==> config.mk <==
export PLATFORM = sky130hd
export DESIGN_NAME = timer_scheduler
export DESIGN_NICKNAME = d
export VERILOG_FILES = /design/src/rtl/timer_pkg.sv /design/src/rtl/period_fifo.sv /design/src/rtl/timer_scheduler.sv
export SDC_FILE = /design/constraint.sdc
export NUM_CORES = 1
export LEC_CHECK = 0
export CORE_MARGIN = 4
export CORE_UTILIZATION = 45
export DETAILED_ROUTE_END_ITERATION = 8
export PLACE_DENSITY_LB_ADDON = 0.3
export SETUP_SLACK_MARGIN = 0.5
export SYNTH_ARGS = -nofsm -noshare
export SYNTH_HDL_FRONTEND = slang
export SYNTH_HIERARCHICAL = 1
export SYNTH_SLANG_ARGS = --single-unit
==> constraint.sdc <==
create_clock -name CLK -period 3.1 [get_ports CLK]
set_input_delay 0.62 -clock CLK [delete_from_list [all_inputs] [get_ports CLK]]
set_output_delay 0.62 -clock CLK [all_outputs]
set_load 0.1 [all_outputs]
==> src/rtl/timer_pkg.sv <==
// Shared constants and state encoding for the timer scheduler and the timer.
// The timer_circle width lives here so both blocks agree on the period width.
// State values are fixed so waveform decoders and the timer side can rely on them.
package timer_pkg;

  // Width of the period bus handed to the timer.
  localparam int TIMER_CIRCLE_W = 8;

  // Scheduler defaults.
  localparam int DEFAULT_DEPTH = 4;
  localparam int DEFAULT_WIDTH = TIMER_CIRCLE_W;

  typedef enum logic [1:0] {
    IDLE   = 2'd0,
    LAUNCH = 2'd1,
    WAIT   = 2'd2
  } sched_state_t;

endpackage

==> src/rtl/period_fifo.sv <==
// Synchronous period FIFO with host push, scheduler pop and loop re-push at the tail.
// Latency: push visible in count/full/empty on the accepting edge; head is read combinationally.
// Backpressure: rejected writes (zero period, full, or colliding with a re-push) pulse wr_err next cycle.
module period_fifo
  import timer_pkg::*;
#(
  parameter int DEPTH = DEFAULT_DEPTH,
  parameter int WIDTH = DEFAULT_WIDTH
) (
  input  logic                       CLK,
  input  logic                       RST,
  input  logic                       wr_en,
  input  logic [WIDTH-1:0]           wr_period,
  input  logic                       pop,
  input  logic                       loop_mode,
  output logic [WIDTH-1:0]           head,
  output logic [$clog2(DEPTH):0]     count,
  output logic                       full,
  output logic                       empty,
  output logic                       wr_err
);

  localparam int PW = $clog2(DEPTH);
  localparam int CW = PW + 1;

  logic [WIDTH-1:0] mem [DEPTH];
  logic [PW-1:0]    wr_ptr;
  logic [PW-1:0]    rd_ptr;

  logic             pop_v;
  logic             repush;
  logic             reject;
  logic             accept;
  logic             push;
  logic [WIDTH-1:0] push_dat;

  assign full  = (count == CW'(DEPTH));
  assign empty = (count == '0);
  assign head  = mem[rd_ptr];

  // A pop on an empty queue is meaningless; guard it so occupancy can never underflow.
  assign pop_v  = pop && !empty;
  assign repush = pop_v && loop_mode;

  // Full is judged on the current occupancy, so a same-cycle pop does not make room.
  // A loop re-push owns the tail this cycle, so a host write then has nowhere to go.
  assign reject   = wr_en && ((wr_period == '0) || full || repush);
  assign accept   = wr_en && !reject;
  assign push     = accept || repush;
  assign push_dat = repush ? head : wr_period;

  // Pointers, occupancy and the reject pulse.
  always_ff @(posedge CLK or posedge RST) begin
    if (RST) begin
      wr_ptr <= '0;
      rd_ptr <= '0;
      count  <= '0;
      wr_err <= 1'b0;
    end else begin
      wr_err <= reject;
      if (push) begin
        wr_ptr <= wr_ptr + PW'(1);
      end
      if (pop_v) begin
        rd_ptr <= rd_ptr + PW'(1);
      end
      if (push && !pop_v) begin
        count <= count + CW'(1);
      end else if (pop_v && !push) begin
        count <= count - CW'(1);
      end
    end
  end

  // Storage array; contents are don't-care until written, so no reset is needed.
  always_ff @(posedge CLK) begin
    if (push) begin
      mem[wr_ptr] <= push_dat;
    end
  end

endmodule

==> src/rtl/timer_scheduler.sv <==
// Sequencer that pops queued periods and launches the timer once per entry.
// Latency: write-to-start_flag 2 cycles from idle; timer_over-to-start_flag 1 cycle back-to-back.
// Backpressure: launches wait for timer_over and enable; host writes are rejected via wr_err.
module timer_scheduler
  import timer_pkg::*;
#(
  parameter int DEPTH = DEFAULT_DEPTH,
  parameter int WIDTH = DEFAULT_WIDTH
) (
  input  logic                   CLK,
  input  logic                   RST,
  input  logic                   wr_en,
  input  logic [WIDTH-1:0]       wr_period,
  input  logic                   enable,
  input  logic                   loop_mode,
  output logic                   full,
  output logic                   empty,
  output logic [$clog2(DEPTH):0] count,
  output logic                   wr_err,
  output logic [WIDTH-1:0]       timer_circle,
  output logic                   start_flag,
  input  logic                   timer_over,
  output logic                   busy,
  output logic                   seq_done
);

  sched_state_t     state;
  sched_state_t     state_nxt;
  logic             pop;
  logic             seq_done_nxt;
  logic [WIDTH-1:0] head;

  period_fifo #(
    .DEPTH(DEPTH),
    .WIDTH(WIDTH)
  ) u_fifo (
    .CLK      (CLK),
    .RST      (RST),
    .wr_en    (wr_en),
    .wr_period(wr_period),
    .pop      (pop),
    .loop_mode(loop_mode),
    .head     (head),
    .count    (count),
    .full     (full),
    .empty    (empty),
    .wr_err   (wr_err)
  );

  // LAUNCH lasts exactly one cycle, so start_flag can never repeat on adjacent cycles.
  assign start_flag = (state == LAUNCH);
  assign busy       = (state == LAUNCH) || (state == WAIT);

  // Next-state, pop request and completion pulse decode.
  always_comb begin
    state_nxt    = state;
    pop          = 1'b0;
    seq_done_nxt = 1'b0;
    case (state)
      IDLE: begin
        if (enable && !empty) begin
          pop       = 1'b1;
          state_nxt = LAUNCH;
        end
      end
      LAUNCH: begin
        state_nxt = WAIT;
      end
      WAIT: begin
        // Dropping enable mid-period never aborts; it only suppresses the next launch.
        if (timer_over) begin
          if (empty) begin
            seq_done_nxt = 1'b1;
            state_nxt    = IDLE;
          end else if (enable) begin
            pop       = 1'b1;
            state_nxt = LAUNCH;
          end else begin
            state_nxt = IDLE;
          end
        end
      end
      default: begin
        state_nxt = IDLE;
      end
    endcase
  end

  // State, launched period and completion pulse registers.
  always_ff @(posedge CLK or posedge RST) begin
    if (RST) begin
      state        <= IDLE;
      timer_circle <= '0;
      seq_done     <= 1'b0;
    end else begin
      state    <= state_nxt;
      seq_done <= seq_done_nxt;
      // Only the pop edge moves timer_circle, keeping it stable through the whole period.
      if (pop) begin
        timer_circle <= head;
      end
    end
  end

endmodule

==> results.md, run 1 <==
* Post-synth ARST share at 37.3%
* Syn nets at between 150 and 200
* Via count at ~1.4k
* Synth Flop Type: edfxtp_1
* Post-synth top area cell: edfxtp_1
* Syn Area/Cell at 15.1 µm²
* Final worst setup slack at between 0.5 and 0.6 ns
* HPWL after detailed placement at ~3400 µm
* Final wirelength at around 4500 µm
* Global route overflow at 0
* CP Max Fanout at 7
* #FFs+latches synth at ~50
* Highest Signal Layer: met4
* Most instantiated library cell after synthesis: edfxtp_1
* Area delta synth->final at 23.0%
* H-tree lvl count at 2
* Via/cell ratio at between 5 and 6
* Reg clk slew, reported paths at ~0.090 ns
* CTS Buffer Depth at 2
* Clk_lat worst skew at 0.29 ns
* Synth Warn # at 6
* Max Clk Rate at between 0.3 and 0.4 GHz
* IO Pins at 31
* Worst slew margin at 58.4%
* Number of global-route vias before repair at ~1.5k
* Buffers on Ports at 30
* Diode count at 0
* Share of cells above drive strength 1 at 32.2%
* WS Path Type: input pin to register
* Worst slew pin tran at between 0.6 and 0.7 ns
* TritonCTS buffer count at 5
* Synth Instances at about 160
* Drt initial violations at 36
* Reported max-cap violation count at 0
* Slew Limit Fails at 0
* Setup violators final at 0
* Net count, final at 224
* Aggregate global-route resource usage at between 10% and 20%
* Root buffer cell: clkbuf_8
* Die W at 81.0 µm
* Outcome: completed
* Setup repair bufs after CTS at 0
* Initial Utilization at 46.6%
* Hold Vio Cnt, Final at 0
* # rows at 26
* Die ar. at roughly 6600 µm²
* Min-Delay Path Class: register to register
* Post-synth EDFFs at 32
* TritonRoute pass-1 iters at 4
* Global-route wire length before repair at around 7400 µm
* Fin crit share at between 80 and 90%
* WP data required at 3.32 ns
* Synth top cells by count: edfxtp_1, nand2_1, dfrtp_1
* Met1 wire length at 1870 µm
* RSZ-0062 raised after global routing: yes
* DRC viols at 0
* Initial antenna violation count at 0
* Core ar. at 5140 µm²
* Largest net degree at the start of global routing at 16
* Synth top area share at about two fifths
* CTS sink cnt at a little over 50
* Setup slack at placement at between 0.2 and 0.25 ns
* Crit. End Element: register
* Critical Path Source Type: input pin
* Wire length per cell at 16.6 µm
* Sequential area share after synthesis at 59.9%
* WL met2 at roughly 2400 µm
* Worst Skew at 0.00722 ns
* Tmin final at between 2 and 3 ns
* Netlist cell types at 36
* Placer Congestion at 0.896
* Critical path data arrival time at approximately 2.8 ns
* Met3 wire len at ~180 µm
* Chip height at roughly 81 µm
* Syn Std Cell Area at about 2400 µm²
* DRT antenna net count at 0
* CTS tree: yes
* Top post-synthesis cells by area: edfxtp_1, dfrtp_1, mux4_2, ha_1, mux2_4
stage by stage:
| stage | util [%] | setup TNS (ns) | area [µm²] | hold slack [ns] | instances |
|---|---|---|---|---|---|
| 2_1_floorplan | - | -0.241 | 2470 | 0.436 | 159 |
| 3_3_place_gp | 55.1 | 0 | 2830 | 0.499 | 262 |
| 3_5_place_dp | 55.1 | 0 | 2830 | 0.497 | 262 |
| 4_1_cts | 57.2 | 0 | 2940 | 0.524 | 269 |
| 5_1_grt | 57.4 | 0 | 2950 | 0.532 | 269 |
| 6_report | 57.4 | 0 | 2950 | 0.520 | 269 |
worst paths after layout:
path / from / endpoint / slack, ns / cells past startpoint
min: timer_circle[7] / timer_circle[7] / 0.52 / 1
max reg2reg: state[0] / u_fifo/count[2] / 0.69 / 11
max: wr_period[6] / u_fifo/count[2] / 0.55 / 11
min in group asynchronous: RST / u_fifo/count[1] / 0.61 / 2
max in group asynchronous: RST / timer_circle[5] / 2.09 / 2
min reg2reg: timer_circle[7] / timer_circle[7] / 0.52 / 1
cell families (layout without fill, tap and decap cells):
logic type | Yosys count | count (layout) | synth area share, %
xor gates and xnor gates | 5 | 5 | 1.83
adders and majority gates | 11 | 11 | 6.06
muxes | 18 | 18 | 13.5
DFF | 51 | 51 | 59.9
and+or+nand+nor | 44 | 44 | 10.0
AOI/OAI and AO/OA | 16 | 16 | 6.11
buffers and inverters | 14 | 54 | 2.56
layer usage:
| metal | vias up | GRT usage (%) |
|---|---|---|
| met5 | - | 0 |
| met3 | 2 | 3.55 |
| met2 | 29 | 25.9 |
| li1 | 655 | - |
| met1 | 717 | 19.7 |
| met4 | 0 | 2.87 |
what timing repair did:
item / CTS / global route
hold buffers: 0 / 0
gates resized for setup: 0 / 1
setup endpoints to repair: 0 / 2
critical path, cell delays in order:
cell,delay [ns]
clkdlybuf4s50_1,0.49
nor4_2,0.07
buf_4,0.14
a211o_4,0.36
nand2_4,0.08
ha_4,0.13
inv_2,0.04
fa_1,0.43
xor2_1,0.15
nor2_1,0.11
xor2_1,0.14
cell type report:
cell class / instances / area (µm²)
clock buffers: 5 / 68.8
repair buffers: 37 / 310
flip-flops and latches: 51 / 1450
fillers: 415 / 2190
clock inverters: 2 / 37.5
well taps: 70 / 87.6
inverters: 10 / 37.5
multi-input cells: 94 / 958
state kept, by name, indices dropped and copies added, names as in the netlist:
signal	flops
u_fifo/mem	32
timer_circle	8
u_fifo/count	3
state	2
u_fifo/rd_ptr	2
u_fifo/wr_ptr	2
seq_done	1
u_fifo/wr_err	1
cells in the final DEF (no fill, tap or decap), types with 2 or more instances in the layout:
cell             synthesis  layout
dfrtp_1                 19      16
dfrtp_4                  0       3
mux2_4                   8       9
a2111oi_0                2       2
clkdlybuf4s50_1          0      13
inv_1                   10       9
a21boi_1                 4       4
a21oi_1                  3       3
nand3b_1                 2       2
edfxtp_1                32      32
clkbuf_8                 0       5
ha_1                    10       9
nand2_1                 27      26
buf_4                    2      24
nor2_1                   4       4
xnor2_1                  3       3
mux4_2                   8       8
a211oi_1                 2       2
xor2_1                   2       2
Power of run 1 is left out: the tool's default activity adds up to more than one toggle a clock period on the data nets, which glitch-free logic cannot reach.
==> inputs of run 2 (changes only) <==
Clock period 3.1 ns to 2.25 ns, I/O delays scaled along.
==> run 2 against run 1 <==
Net effect:
- count of clock-buffer cells in the layout is 1 higher
- routed wire length is 23% higher
- worst hold slack got worse by 0.10 ns
- first-iteration DRC count up 100%
- cell count grew 15%
- largest cell class unchanged
==> results.md, run 2 (synthesis gave the netlist of run 1 again) <==
* Worst slew pin tran at 0.546 ns (-0.0775 ns)
* TritonCTS buffer count at 5 (unchanged)
* Slew Limit Fails at 0 (unchanged)
* Number of hold buffers added after CTS at 0 (unchanged)
* Clk_lat worst skew at 0.30 ns (about the same)
* Via count at 1624 (+16%)
* Die W at 81.0 µm (unchanged)
* Diode count at 0 (unchanged)
* # rows at 26 (unchanged)
* Worst slew margin at 62.6% (+4.2 points)
* DRT antenna net count at 0 (unchanged)
* Drt initial violations at 73 (+100%)
* Outcome: completed
* Wire length per cell at 17.8 µm (+6.9%)
* Chip height at 81.0 µm (unchanged)
* Max reg flops at 32 (unchanged)
* WP data required at 2.45 ns (-0.87 ns)
* Critical Path Source Type: input pin
* Hold Vio Cnt, Final at 0 (unchanged)
* Commonest non-fill, non-tap cells in the layout: buf_4, edfxtp_1, nand2_4
* Initial antenna violation count at 0 (unchanged)
* Min-Delay Path Class: input pin to asynchronous set/reset pin
* Root buffer cell: clkbuf_8
* Max Clk Rate at between 0.4 and 0.5 GHz
* Fin crit share at about 96%
* Tmin final at 2.15 ns
* Global route overflow at 0 (unchanged)
* TritonRoute pass-1 iters at 4 (unchanged)
* Worst Skew at 0.00476 ns (-0.00246 ns)
* Reg-to-reg slack, setup at 0.1 ns (-0.59 ns)
* Net count, final at 264 (+18%)
* Largest net degree at the start of global routing at 17 (+1)
* RSZ-0062 raised after global routing: yes
* Area delta synth->final at 49.6%
* Final core occ at 69.7% (+12 points)
* HPWL after detailed placement at 3390 µm (+0.96%)
* Reported max-cap violation count at 0 (unchanged)
* Crit. End Element: register
* Share of cells above drive strength 1 at 60.4% (+28 points)
* Initial Utilization at 46.6% (unchanged)
* H-tree lvl count at 2 (unchanged)
* Placer Congestion at 0.780 (-13%)
* Final wirelength at 5510 µm (+23%)
* Number of global-route vias before repair at 1597 (+10%)
* CTS tree: yes
* CTS Buffer Depth at 2 (unchanged)
* Via/cell ratio at 5.24 (+0.44%)
* Top flop regs: u_fifo/mem (32), timer_circle (8), u_fifo/count (3)
* CTS sink cnt at 51 (unchanged)
* CP Max Fanout at 2 (-5)
* DRC viols at 0 (unchanged)
* Commonest non-fill, non-tap cell in the layout: buf_4
* Reg clk slew, reported paths at 0.09 ns (about the same)
* Aggregate global-route resource usage at 15.9% (+0.84 points)
* Reg with most FFs: u_fifo/mem
* Global-route wire length before repair at 7850 µm (+6.7%)
* Core ar. at 5140 µm² (unchanged)
* WS Path Type: input pin to register
* Die ar. at 6560 µm² (unchanged)
* IO Pins at 31 (unchanged)
* Critical path data arrival time at 2.35 ns (-0.42 ns)
* Setup violators final at 0 (unchanged)
* Buffers on Ports at 30 (unchanged)
## run 2: cell count changes in the layout (fill, tap and decap cells not counted), sizes merged
cell | before | now
clkbuf | 5 | 6
buf | 24 | 64
bufinv | 1 | 0
dlygate4sd2 | 0 | 10
inv | 10 | 11
clkdlybuf4s50 | 13 | 3
## run 2: final cells by class
type                       count  area (µm²)
sequential                    51        1450
clock inverter                 2        16.3
clock buffer                   6        72.6
fill                         347        1560
multi-input combinational     94        1180
timing repair buffer          77         742
inverter                      10        37.5
tap                           70        87.6
## run 2: worst paths after layout
| kind | startpoint | end | cells after the start |
|---|---|---|---|
| min reg2reg | timer_circle[6] | timer_circle[6] | 1 |
| min in group CLK | timer_circle[6] | timer_circle[6] | 1 |
| max in group asynchronous | RST | state[0] | 2 |
| max | wr_period[6] | u_fifo/count[1] | 9 |
| max reg2reg | state[1] | u_fifo/count[1] | 10 |
| min | RST | u_fifo/count[2] | 2 |
## run 2: routing by layer
layer | part of all wire (%) | global-route usage, % | up-vias | wire length [µm]
li1 | - | - | 740 | -
met2 | 56 | 27.8 | 29 | 3110
met4 | 0.87 | 3.89 | 0 | 48
met5 | 0 | 0 | - | 0
met3 | 3.2 | 3.33 | 4 | 179
met1 | 40 | 20.4 | 851 | 2180
## run 2: critical path: stages
cell and delay (ns):
dlygate4sd2_1 0.28, nor4_2 0.35, buf_4 0.18, a211o_4 0.14, nand2_4 0.05, ha_4 0.17
inv_2 0.04, fa_2 0.41, mux2_4 0.27
## run 2: metrics by stage
step / setup WS [ns] / std cells / hold WS [ns] / TNS [ns] / cell area, µm²
after detailed placement: -0.409 / 281 / 0.496 / -2.10 / 3030
final: 0.0967 / 310 / 0.420 / 0 / 3580
after global routing: 0.0245 / 310 / 0.451 / 0 / 3580
after floorplan: -1.01 / 159 / 0.266 / -27.67 / 2470
after CTS: 0.118 / 296 / 0.423 / 0 / 3300
after global placement: -0.348 / 281 / 0.501 / -0.853 / 3030
## run 2: what timing repair did
| item | 4_1_cts | 5_1_grt |
|---|---|---|
| cloned | 0 | 0 |
| gates resized for setup | 46 | 43 |
| setup endpoints to repair | 70 | 73 |
| setup buffers | 7 | 14 |
| pin swaps | 14 | 18 |
Power of run 2 is left out for the same reason.
